$ cat config.mk
export PLATFORM = sky130hd
export DESIGN_NAME = alu_arbiter_flat
export DESIGN_NICKNAME = d
export VERILOG_FILES = /design/src/rtl/alu_arbiter_if.sv /design/src/rtl/alu_arbiter.sv /design/src/flat_wrapper.sv
export SDC_FILE = /design/constraint.sdc
export NUM_CORES = 1
export LEC_CHECK = 0
export BUFFER_PORTS_ARGS = -buffer_cell sky130_fd_sc_hd__buf_2
export CORE_MARGIN = 2
export CORE_UTILIZATION = 40
export CTS_BUF_LIST = sky130_fd_sc_hd__clkbuf_16
export DETAILED_ROUTE_END_ITERATION = 10
export GPL_TIMING_DRIVEN = 0
export PLACE_DENSITY = 0.77
export SETUP_SLACK_MARGIN = 0.4
export SYNTH_ARGS = -nofsm -noshare
export SYNTH_HDL_FRONTEND = slang
export SYNTH_SLANG_ARGS = --single-unit
export TNS_END_PERCENT = 20
$ cat constraint.sdc
create_clock -name clk -period 2.2 [get_ports clk]
set_input_delay 0.11 -clock clk [delete_from_list [all_inputs] [get_ports clk]]
set_output_delay 0.11 -clock clk [all_outputs]
set_load 0.1 [all_outputs]
$ cat src/rtl/alu_arbiter_if.sv
// Requester, shared-ALU and response signals of alu_arbiter.
// master = environment (requesters + ALU + response sink), slave = the arbiter.
interface alu_arbiter_if;
  logic        r0_valid;
  logic        r0_ready;
  logic [3:0]  r0_op;
  logic [31:0] r0_a;
  logic [31:0] r0_b;
  logic        r1_valid;
  logic        r1_ready;
  logic [3:0]  r1_op;
  logic [31:0] r1_a;
  logic [31:0] r1_b;
  logic        alu_start;
  logic [3:0]  alu_op;
  logic [31:0] alu_a;
  logic [31:0] alu_b;
  logic        alu_done;
  logic [31:0] alu_result;
  logic        alu_zero;
  logic        rsp_valid;
  logic        rsp_id;
  logic [31:0] rsp_result;
  logic        rsp_zero;
  logic        rsp_err;

  modport master (
    output r0_valid, r0_op, r0_a, r0_b,
    output r1_valid, r1_op, r1_a, r1_b,
    input  r0_ready, r1_ready,
    input  alu_start, alu_op, alu_a, alu_b,
    output alu_done, alu_result, alu_zero,
    input  rsp_valid, rsp_id, rsp_result, rsp_zero, rsp_err
  );

  modport slave (
    input  r0_valid, r0_op, r0_a, r0_b,
    input  r1_valid, r1_op, r1_a, r1_b,
    output r0_ready, r1_ready,
    output alu_start, alu_op, alu_a, alu_b,
    input  alu_done, alu_result, alu_zero,
    output rsp_valid, rsp_id, rsp_result, rsp_zero, rsp_err
  );
endinterface

$ cat src/rtl/alu_arbiter.sv
// Round-robin arbiter sharing one multi-cycle ALU between two requesters,
// one operation in flight, with illegal-op and timeout error responses.
module alu_arbiter #(
  parameter int TIMEOUT = 16
) (
  input  logic          clk,
  input  logic          rst_n,
  alu_arbiter_if.slave  bus
);

  typedef enum logic [1:0] {IDLE, ISSUE, WAIT, RESP} state_t;

  localparam int unsigned CW = (TIMEOUT > 1) ? $clog2(TIMEOUT) : 1;

  state_t          state;
  logic            last_grant;
  logic [CW-1:0]   wait_cnt;
  logic            cur_id;
  logic            grant0;
  logic            grant1;
  logic [3:0]      sel_op;
  logic [31:0]     sel_a;
  logic [31:0]     sel_b;

  logic            alu_start_q;
  logic [3:0]      alu_op_q;
  logic [31:0]     alu_a_q;
  logic [31:0]     alu_b_q;
  logic            rsp_valid_q;
  logic            rsp_id_q;
  logic [31:0]     rsp_result_q;
  logic            rsp_zero_q;
  logic            rsp_err_q;

  function automatic logic op_legal(input logic [3:0] op);
    logic ok;
    case (op)
      4'b0000, 4'b0001, 4'b0010, 4'b0110: ok = 1'b1;
      default:                            ok = 1'b0;
    endcase
    return ok;
  endfunction

  // Ready is gated by rst_n so no grant is visible while reset is held.
  always_comb begin
    grant0 = 1'b0;
    grant1 = 1'b0;
    if (state == IDLE && rst_n) begin
      if (bus.r0_valid && bus.r1_valid) begin
        grant0 = last_grant;
        grant1 = !last_grant;
      end else begin
        grant0 = bus.r0_valid;
        grant1 = bus.r1_valid;
      end
    end
  end

  always_comb begin
    sel_op = grant1 ? bus.r1_op : bus.r0_op;
    sel_a  = grant1 ? bus.r1_a  : bus.r0_a;
    sel_b  = grant1 ? bus.r1_b  : bus.r0_b;
  end

  always_ff @(posedge clk or negedge rst_n) begin
    if (!rst_n) begin
      state        <= IDLE;
      last_grant   <= 1'b1;
      wait_cnt     <= '0;
      cur_id       <= 1'b0;
      alu_start_q  <= 1'b0;
      alu_op_q     <= '0;
      alu_a_q      <= '0;
      alu_b_q      <= '0;
      rsp_valid_q  <= 1'b0;
      rsp_id_q     <= 1'b0;
      rsp_result_q <= '0;
      rsp_zero_q   <= 1'b0;
      rsp_err_q    <= 1'b0;
    end else begin
      alu_start_q <= 1'b0;
      rsp_valid_q <= 1'b0;
      unique case (state)
        IDLE: begin
          if (grant0 || grant1) begin
            cur_id      <= grant1;
            last_grant  <= grant1;
            alu_op_q    <= sel_op;
            alu_a_q     <= sel_a;
            alu_b_q     <= sel_b;
            // Strobe is registered, so legality is decided at accept time.
            alu_start_q <= op_legal(sel_op);
            state       <= ISSUE;
          end
        end
        ISSUE: begin
          if (op_legal(alu_op_q)) begin
            wait_cnt <= '0;
            state    <= WAIT;
          end else begin
            rsp_valid_q  <= 1'b1;
            rsp_id_q     <= cur_id;
            rsp_result_q <= 32'h1;
            rsp_zero_q   <= 1'b0;
            rsp_err_q    <= 1'b1;
            state        <= RESP;
          end
        end
        WAIT: begin
          if (bus.alu_done) begin
            rsp_valid_q  <= 1'b1;
            rsp_id_q     <= cur_id;
            rsp_result_q <= bus.alu_result;
            rsp_zero_q   <= bus.alu_zero;
            rsp_err_q    <= 1'b0;
            state        <= RESP;
          end else if (wait_cnt == CW'(TIMEOUT - 1)) begin
            rsp_valid_q  <= 1'b1;
            rsp_id_q     <= cur_id;
            rsp_result_q <= '0;
            rsp_zero_q   <= 1'b0;
            rsp_err_q    <= 1'b1;
            state        <= RESP;
          end else begin
            wait_cnt <= wait_cnt + 1'b1;
          end
        end
        RESP: state <= IDLE;
        default: state <= IDLE;
      endcase
    end
  end

  assign bus.r0_ready   = grant0;
  assign bus.r1_ready   = grant1;
  assign bus.alu_start  = alu_start_q;
  assign bus.alu_op     = alu_op_q;
  assign bus.alu_a      = alu_a_q;
  assign bus.alu_b      = alu_b_q;
  assign bus.rsp_valid  = rsp_valid_q;
  assign bus.rsp_id     = rsp_id_q;
  assign bus.rsp_result = rsp_result_q;
  assign bus.rsp_zero   = rsp_zero_q;
  assign bus.rsp_err    = rsp_err_q;

endmodule

$ cat src/flat_wrapper.sv
// flat-port wrapper written by rule: the top's interface ports become plain ports
module alu_arbiter_flat 
#(
  parameter int TIMEOUT = 16
)
  (clk, rst_n, bus_r0_valid, bus_r0_op, bus_r0_a, bus_r0_b, bus_r1_valid, bus_r1_op, bus_r1_a, bus_r1_b, bus_r0_ready, bus_r1_ready, bus_alu_start, bus_alu_op, bus_alu_a, bus_alu_b, bus_alu_done, bus_alu_result, bus_alu_zero, bus_rsp_valid, bus_rsp_id, bus_rsp_result, bus_rsp_zero, bus_rsp_err);
  alu_arbiter_if bus_i ();
  input  logic clk;
  input  logic rst_n;
  input wire logic [$bits(bus_i.r0_valid)-1:0] bus_r0_valid;
  input wire logic [$bits(bus_i.r0_op)-1:0] bus_r0_op;
  input wire logic [$bits(bus_i.r0_a)-1:0] bus_r0_a;
  input wire logic [$bits(bus_i.r0_b)-1:0] bus_r0_b;
  input wire logic [$bits(bus_i.r1_valid)-1:0] bus_r1_valid;
  input wire logic [$bits(bus_i.r1_op)-1:0] bus_r1_op;
  input wire logic [$bits(bus_i.r1_a)-1:0] bus_r1_a;
  input wire logic [$bits(bus_i.r1_b)-1:0] bus_r1_b;
  output wire logic [$bits(bus_i.r0_ready)-1:0] bus_r0_ready;
  output wire logic [$bits(bus_i.r1_ready)-1:0] bus_r1_ready;
  output wire logic [$bits(bus_i.alu_start)-1:0] bus_alu_start;
  output wire logic [$bits(bus_i.alu_op)-1:0] bus_alu_op;
  output wire logic [$bits(bus_i.alu_a)-1:0] bus_alu_a;
  output wire logic [$bits(bus_i.alu_b)-1:0] bus_alu_b;
  input wire logic [$bits(bus_i.alu_done)-1:0] bus_alu_done;
  input wire logic [$bits(bus_i.alu_result)-1:0] bus_alu_result;
  input wire logic [$bits(bus_i.alu_zero)-1:0] bus_alu_zero;
  output wire logic [$bits(bus_i.rsp_valid)-1:0] bus_rsp_valid;
  output wire logic [$bits(bus_i.rsp_id)-1:0] bus_rsp_id;
  output wire logic [$bits(bus_i.rsp_result)-1:0] bus_rsp_result;
  output wire logic [$bits(bus_i.rsp_zero)-1:0] bus_rsp_zero;
  output wire logic [$bits(bus_i.rsp_err)-1:0] bus_rsp_err;
  assign bus_i.r0_valid = bus_r0_valid;
  assign bus_i.r0_op = bus_r0_op;
  assign bus_i.r0_a = bus_r0_a;
  assign bus_i.r0_b = bus_r0_b;
  assign bus_i.r1_valid = bus_r1_valid;
  assign bus_i.r1_op = bus_r1_op;
  assign bus_i.r1_a = bus_r1_a;
  assign bus_i.r1_b = bus_r1_b;
  assign bus_r0_ready = bus_i.r0_ready;
  assign bus_r1_ready = bus_i.r1_ready;
  assign bus_alu_start = bus_i.alu_start;
  assign bus_alu_op = bus_i.alu_op;
  assign bus_alu_a = bus_i.alu_a;
  assign bus_alu_b = bus_i.alu_b;
  assign bus_i.alu_done = bus_alu_done;
  assign bus_i.alu_result = bus_alu_result;
  assign bus_i.alu_zero = bus_alu_zero;
  assign bus_rsp_valid = bus_i.rsp_valid;
  assign bus_rsp_id = bus_i.rsp_id;
  assign bus_rsp_result = bus_i.rsp_result;
  assign bus_rsp_zero = bus_i.rsp_zero;
  assign bus_rsp_err = bus_i.rsp_err;
  alu_arbiter #(.TIMEOUT(TIMEOUT)) u_core (.clk(clk), .rst_n(rst_n), .bus(bus_i));
endmodule
After elaboration in Yosys (flattened, before gate mapping)
Index checks and enable logic that the tools add are counted.

cells by class
  equality and inequality tests = 16
  add/subtract/negate cells = 1
  multiplexer cells = 41
  reduce and logical (&&, ||, !) cells = 14

operators by type and width
  cell                                                    number
  two-way mux 32 bit                                      5
  one-hot mux 32 bit (2 select lines)                     1
  two-way mux 1 bit                                       22
  two-way mux 4 bit                                       4
  == test 4 x 1 -> 1 bit (second input constant)          2
  == test 4 x 2 -> 1 bit (second input constant)          2
  == test 4 x 3 -> 1 bit (second input constant)          2
  zero test 4 bit                                         2
  inequality test 2 bit (second input constant)           4
  one-hot mux 1 bit (2 select lines)                      4
  one-hot mux 2 bit (4 select lines)                      1
  one-hot mux 4 bit (2 select lines)                      1
  OR reduction 4 bit                                      2
  two-way mux 2 bit                                       3
  adder 4 x 1 -> 4 bit (second input constant)            1
  == test 2 bit (second input constant)                   2
  == test 4 bit (second input constant)                   1
  AND reduction 2 bit                                     2
  AND reduction 4 bit                                     1
  inequality test 3 x 2 -> 1 bit (second input constant)  1
  AND reduction 3 bit                                     1
  == test 2 x 1 -> 1 bit (second input constant)          1
  logical AND 1 bit                                       2
  zero test 2 bit                                         1
  4 further kinds                                         4

storage, ports and cells
  word-level logic and storage cells = 85
  input bits = 174
  register bits = 113

Longest topological paths before layout
Gate-level depths: netlist (run 1).

  depth in word-level cells = 9
  depth in mapped cells = 8
  mapped depth without buffers = 6

Worst setup path after synthesis (run 1)
No wires, ideal clock.

  path kind = reg-to-output
  from = reg u_core.state[0]
  to = out bus_r0_ready
  required time = 2.090 ns
  slack = -0.143 ns
  arrival time = 2.233 ns
  cell stages (with the launch flop) = 5
  cell sequence = dfrtp_1 -> inv_1 -> ha_1 -> nand3_1 -> a21oi_1

between the ends
  word-level cells in the longest chain between the ends = 3

ends and longest elaborated chain
  what                      line                RTL
  start: declaration        alu_arbiter.sv:15   state_t state;
  start signal: assignment  alu_arbiter.sv:67   state <= IDLE;
  start signal: assignment  alu_arbiter.sv:93   state <= ISSUE;
  start signal: assignment  alu_arbiter.sv:99   state <= WAIT;
  zero test 2 bit           alu_arbiter.sv:48   if (state == IDLE && rst_n) begin
  logical AND 1 bit         alu_arbiter.sv:48
  two-way mux 1 bit         alu_arbiter.sv:48
  end: declaration          flat_wrapper.sv:18  output wire logic [$bits(bus_i.r0_ready)-1:0] bus_r0_ready;

Every way passes these cells.

Worst setup path after layout (run 1)
  from = reg u_core.state[1]
  to = reg u_core.rsp_result_q[17], in the netlist u_core.bus.rsp_result[17]

between the ends
  word-level cells in the longest chain between the ends = 3

ends and longest elaborated chain
  what                                                                    line                RTL
  == test 2 bit or == test 2 x 1 -> 1 bit (tied branches)                 alu_arbiter.sv:83   unique case (state)
  inequality test 3 x 2 -> 1 bit (no line), or another cell as far along  --
  AND reduction 3 bit (no line)                                           --
  end signal: assignment                                                  alu_arbiter.sv:113  rsp_result_q <= bus.alu_result;
  end: declaration                                                        alu_arbiter.sv:31   logic [31:0] rsp_result_q;

Parallel ways exist; a longest one is shown, timed or not.
A chain may end at the register's enable or synchronous reset.

==> flow_metrics.py, run 1 <==
metrics = {
    "status": {
        "status": "complete, no violations",
    },
    "floorplanning": {
        "ios": 281,
        "dieHeight_um": 116,
        "core-area_um2": 12500,
        "die_x_um": 116,
        "die_area_um2": 13500,
        "row_count": 41,
        "start_util_pct": 40.5,
    },
    "synth": {
        "mappedNetlistArea_um2": 5050,
        "synthCells": 455,
        "ys.warnings.count": 0,
        "avgSynthCellArea_um2": 11.1,
        "ys_types": 39,
        "syn_nets": 634,
        "synth_seq_cells": 113,
        "ys_seq_area_share_pct": 56.0,
    },
    "min_path": {
        "hold_class": "input port to register",
        "worstHoldStart": "bus_r1_a[31]",
    },
    "drt": {
        "drc": 0,
        "dr.pass1.iters": 5,
        "postRouteAntennaNets": 0,
        "drt-initial-drc-count": 349,
        "vias": 5285,
        "via_per_inst": 5.04,
        "wl_per_cell_um": 17.5,
        "wirelength_mm": 18.4,
    },
    "timing": {
        "slew_headroom_pct": 64.4,
        "finalSetupViolCount": 0,
        "slew_viol_final": 0,
        "period_share_pct": 82.6,
        "holdWs_ps": 11.7,
        "finalHoldViolCount": 0,
        "setup_ws_ps": 382,
        "fmax_ghz": 0.550,
        "fin_worst_skew_ps": 8.47,
        "tightest_slew_ps": 537,
        "period_needed_ps": 1820,
        "rsz0062_at_grt": "true",
    },
    "grt": {
        "grt_max_degree": 69,
        "grt_pass1_wl_mm": 27.3,
        "antenna_found_initial": 0,
        "gr-total-overflow": 0,
        "grt_use_total_pct": 26.7,
        "grt_pass1_vias": 5424,
    },
    "worst_setup_path": {
        "startpoint": "u_core.state[1]$_DFFE_PN0P_",
        "crit_fanout": 10,
        "r2r_start": "u_core.state[1]$_DFFE_PN0P_",
        "cp-end-kind": "register",
        "crit_type": "register to register",
        "critPathArrivalTime_ps": 2110,
        "start_kind": "register",
        "cp_data_required_time_ps": 2490,
    },
    "clock_network": {
        "clockBufferDepth": 2,
        "cts_made_buffers": 17,
        "htreeDepth": 4,
        "root_buffer": "clkbuf_16",
        "cts_tree": "built",
        "insertion_delay_ps": 410,
        "cts_sinks": 113,
        "clkTransAtPathRegs_ps": 50,
    },
    "run": {
        "drv_cap": 0,
    },
    "place": {
        "dp_slack_ps": 99.3,
        "dpl_cell_area_um2": 6710,
        "dp_hpwl_mm": 10.8,
        "gp_congestion": 0.806,
        "port_buffers": 280,
    },
    "layout": {
        "final_common_cell": "buf_2",
        "antennaDiodeCount": 0,
        "final_cell_mix": "buf_2 (282), dfrtp_1 (108), dlygate4sd3_1 (105), nand2_1 (78), o21ai_0 (73)",
        "drive_gt1_share_pct": 40.4,
        "fin_area_um2": 8510,
        "nets": 1043,
        "area_delta_synth_final_pct": 68.4,
    },
}
cell families (layout without fill, tap and decap cells):
| group | after synthesis | count (layout) | synth area share, % |
|---|---|---|---|
| flops | 113 | 113 | 56.0 |
| fa+ha+maj | 5 | 5 | 1.24 |
| buf+inv | 39 | 461 | 4.21 |
| simple gates | 98 | 98 | 8.15 |
| mux | 72 | 72 | 14.3 |
| compound gates | 128 | 128 | 16.1 |
Yosys cell counts, drive strengths merged:
library cell  instances  area share [%]
a32oi                 1            0.17
nand2                78             5.8
o31a                  1            0.17
a31oi                 2            0.25
ha                    5             1.2
o211ai                1            0.25
o21a                  1            0.15
nor2b                 3            0.52
mux2                  3            0.67
a31o                  1            0.17
o2bb2ai               1            0.17
dfstp                 1            0.52
and3                  1            0.12
a22oi                 2            0.30
inv                   8            0.59
nor3                  1           0.099
or3                   1            0.12
buf                  19             2.7
nand2b                1            0.12
a22o                 32             5.5
nor4b                 1            0.17
dfrtp               112              55
o311ai                1            0.17
clkbuf               12            0.89
nand4                 2            0.25
mux2i                69              14
o21ai                76             7.6
a21oi                 6            0.59
a21boi                2            0.37
nand4b                1            0.17
a211oi                1            0.15
nor2                  5            0.37
nand3                 4            0.40
state kept, by name, indices dropped and copies added (netlist names), 2 cells and up:
register,flops
u_core.state,2
u_core.bus.alu_op,4
u_core.bus.alu_a,32
u_core.bus.alu_b,32
u_core.bus.rsp_result,32
u_core.wait_cnt,4
layer usage:
metal	track usage, %	share of wire [%]
met2	46.3	52
met4	11.9	2.6
met3	7.89	8.0
met5	0	0
met1	30.6	38
timing repair:
item | CTS | global route
pin swaps | 2 | 0
setup buffers | 3 | 0
hold buffers | 106 | 0
endpoints found under the setup margin | 95 | 87
cloned | 0 | 0
resized for setup | 23 | 10
endpoints found under the hold margin | 117 | 0
through the flow:
step	util (%)	std cells	TNS [ps]
2_1_floorplan	-	455	0
3_3_place_gp	53.6	907	-153460
3_5_place_dp	53.9	908	0
4_1_cts	68.0	1049	0
5_1_grt	68.3	1049	0
6_report	68.3	1049	0
layout make-up:
type / instances / area [um^2]
Buffer: 31 / 238
Clock buffer: 17 / 425
Clock inverter: 15 / 153
Fill cell: 923 / 3960
Inverter: 8 / 30.0
Multi-Input combinational cell: 303 / 2060
Sequential cell: 113 / 2840
Tap cell: 172 / 215
Timing Repair Buffer: 390 / 2550
worst paths after layout:
check                                                         to  slack, ps  depth (start not counted)
max                        u_core.bus.rsp_result[17]$_DFFE_PN0P_        380                          8
min                             u_core.bus.alu_a[31]$_DFFE_PN0P_         10                          3
max reg2reg                u_core.bus.rsp_result[17]$_DFFE_PN0P_        380                          8
min reg2reg                            u_core.cur_id$_DFFE_PN0P_        470                          2
min in group asynchronous        u_core.bus.alu_b[6]$_DFFE_PN0P_        290                          3
max in group asynchronous       u_core.bus.alu_a[23]$_DFFE_PN0P_       1570                          3
worst max-delay path, stage by stage, from the launching register on:
cell and delay, ps:
dfrtp_1 390, inv_2 100, ha_2 240, nor2b_4 180, a21boi_2 100, and3_1 220
buf_6 130, buf_6 140, a22o_1 190
Power of run 1 is left out: the tool's default activity adds up to more than one toggle a clock period on the data nets, which glitch-free logic cannot reach.
==> run 2: changes to the inputs <==
clock period = 1.7 ns   (was 2.2 ns; I/O delays follow)
==> flow_metrics.py, run 2 (synthesized netlist as in run 1, its figures left out) <==
metrics = {
    "layout": {
        "final_common_cell": "buf_2",
        "area_delta_synth_final_pct": 98.2,
        "final_cell_mix": "buf_2 (214), dlygate4sd3_1 (148), dfrtp_1 (107), nand2_1 (66), o21ai_1 (61)",
        "fin_cells": 1125,
        "final_util_pct": 80.3,
        "drive_gt1_share_pct": 46.5,
        "fillerInstances": 682,
        "nets": 1119,
    },
    "timing": {
        "holdWs_ps": -385,
        "period_share_pct": 107,
        "setup_tns_ps": -3730,
        "fmax_ghz": 0.548,
        "period_needed_ps": 1820,
        "finalHoldViolCount": 45,
        "tightest_slew_ps": 509,
        "finalSetupViolCount": 52,
        "setup_ws_ps": -124,
        "slew_headroom_pct": 66.3,
        "rsz0062_at_grt": "true",
        "fin_worst_skew_ps": 12.3,
        "slew_viol_final": 0,
    },
    "status": {
        "violations": "negative hold slack, negative setup slack",
        "status": "finished, violations left",
    },
    "worst_setup_path": {
        "slowest_delay_ps": 390,
        "reg2reg_depth": 9,
        "critPathBufInv": 4,
        "critPathArrivalTime_ps": 2120,
        "startpoint": "u_core.state[1]$_DFFE_PN0P_",
        "reg2reg_slack_ps": -120,
        "crit_fanout": 8,
        "r2r_end": "u_core.bus.rsp_result[27]$_DFFE_PN0P_",
        "worstSetupPathDepth": 9,
        "cp_data_required_time_ps": 1990,
        "cp_slowest_cell": "dfrtp_1",
        "cp-end-kind": "register",
        "start_kind": "register",
        "crit_type": "register to register",
        "crit_path_end": "u_core.bus.rsp_result[27]$_DFFE_PN0P_",
        "crit_chain": "inv_2 > buf_12 > ha_4 > nor2b_4 > a21boi_4 > and3_4 > buf_12 > clkbuf_16 > a22o_1",
        "crit_top_cell": "buf_12",
        "cp_top_family": "buffers and inverters",
        "r2r_start": "u_core.state[1]$_DFFE_PN0P_",
    },
    "drt": {
        "drc": 0,
        "dr.pass1.iters": 5,
        "vias": 5909,
        "wl_per_cell_um": 20.4,
        "wirelength_mm": 22.9,
        "via_per_inst": 5.25,
        "drt-initial-drc-count": 359,
        "postRouteAntennaNets": 0,
    },
    "clock_network": {
        "clkTransAtPathRegs_ps": 60,
        "cts_sinks": 113,
        "insertion_delay_ps": 410,
        "cts_made_buffers": 17,
        "root_buffer": "clkbuf_16",
        "clockBufferDepth": 2,
        "hold_buffers": 148,
        "htreeDepth": 4,
        "cts_tree": "built",
    },
    "floorplanning": {
        "dieHeight_um": 116,
        "ios": 281,
        "die_area_um2": 13500,
        "row_count": 41,
        "core-area_um2": 12500,
        "start_util_pct": 40.5,
        "die_x_um": 116,
    },
    "grt": {
        "grt_pass1_vias": 6070,
        "grt_use_total_pct": 30.7,
        "grt_max_degree": 70,
        "grt_pass1_wl_mm": 31.2,
        "antenna_found_initial": 0,
        "gr-total-overflow": 0,
    },
    "place": {
        "dp_hpwl_mm": 11.2,
        "port_buffers": 280,
        "placedCellCount": 908,
        "gp_congestion": 0.789,
    },
    "run": {
        "drv_cap": 0,
    },
    "min_path": {
        "hold_class": "input port to asynchronous set/reset pin",
    },
}
-- run 2: cell count changes in the layout (fill, tap and decap cells not counted), sizes merged --
cell	previous run	this run
inv	11	9
dlygate4sd3	105	148
diode	0	1
buf	304	287
clkbuf	29	79
clkinvlp	2	3
-- run 2: metal layers --
| metal | up-vias | global-route usage, % | wire length, um |
|---|---|---|---|
| li1 | 2597 | - | - |
| met1 | 2829 | 33.8 | 7800 |
| met2 | 385 | 53.4 | 11900 |
| met3 | 98 | 8.56 | 1950 |
| met4 | 0 | 17.1 | 1280 |
| met5 | - | 0 | 0 |
-- run 2: through the flow --
step           setup slack, ps  cell area (um^2)
3_3_place_gp             -2140              6690
6_report                  -124             10000
2_1_floorplan            -6.41              5070
5_1_grt                   -167             10000
4_1_cts                  -85.6              9470
3_5_place_dp              -391              6720
-- run 2: timing repair --
item,CTS,global route
pin swaps,46,53
endpoints found under the hold margin,137,44
endpoints found under the setup margin,132,164
buffers inserted,18,9
gates cloned,7,3
gates resized for setup,157,130
-- run 2: how the worst min path moves through the flow --
stage                                  start                                     to  slack, ps
after floorplan                        rst_n        u_core.bus.alu_a[0]$_DFFE_PN0P_       -210
after global placement    bus_alu_result[14]  u_core.bus.rsp_result[14]$_DFFE_PN0P_        300
after detailed placement               rst_n        u_core.bus.alu_b[8]$_DFFE_PN0P_         40
after CTS                              rst_n        u_core.bus.alu_b[8]$_DFFE_PN0P_       -380
after global routing                   rst_n        u_core.bus.alu_b[8]$_DFFE_PN0P_       -360
final                                  rst_n        u_core.bus.alu_b[8]$_DFFE_PN0P_       -380
-- run 2: cell type report --
cell class,instances,area (um^2),share of cell area [%]
antenna,1,2.50,0.0250
buffer,31,395,3.95
clock buffer,17,425,4.25
clock inverter,14,150,1.50
inverter,8,33.8,0.337
multi-input combinational,303,2320,23.1
sequential,113,2840,28.3
tap,172,215,2.15
timing repair buffer,466,3640,36.3
Power of run 2 is left out for the same reason.
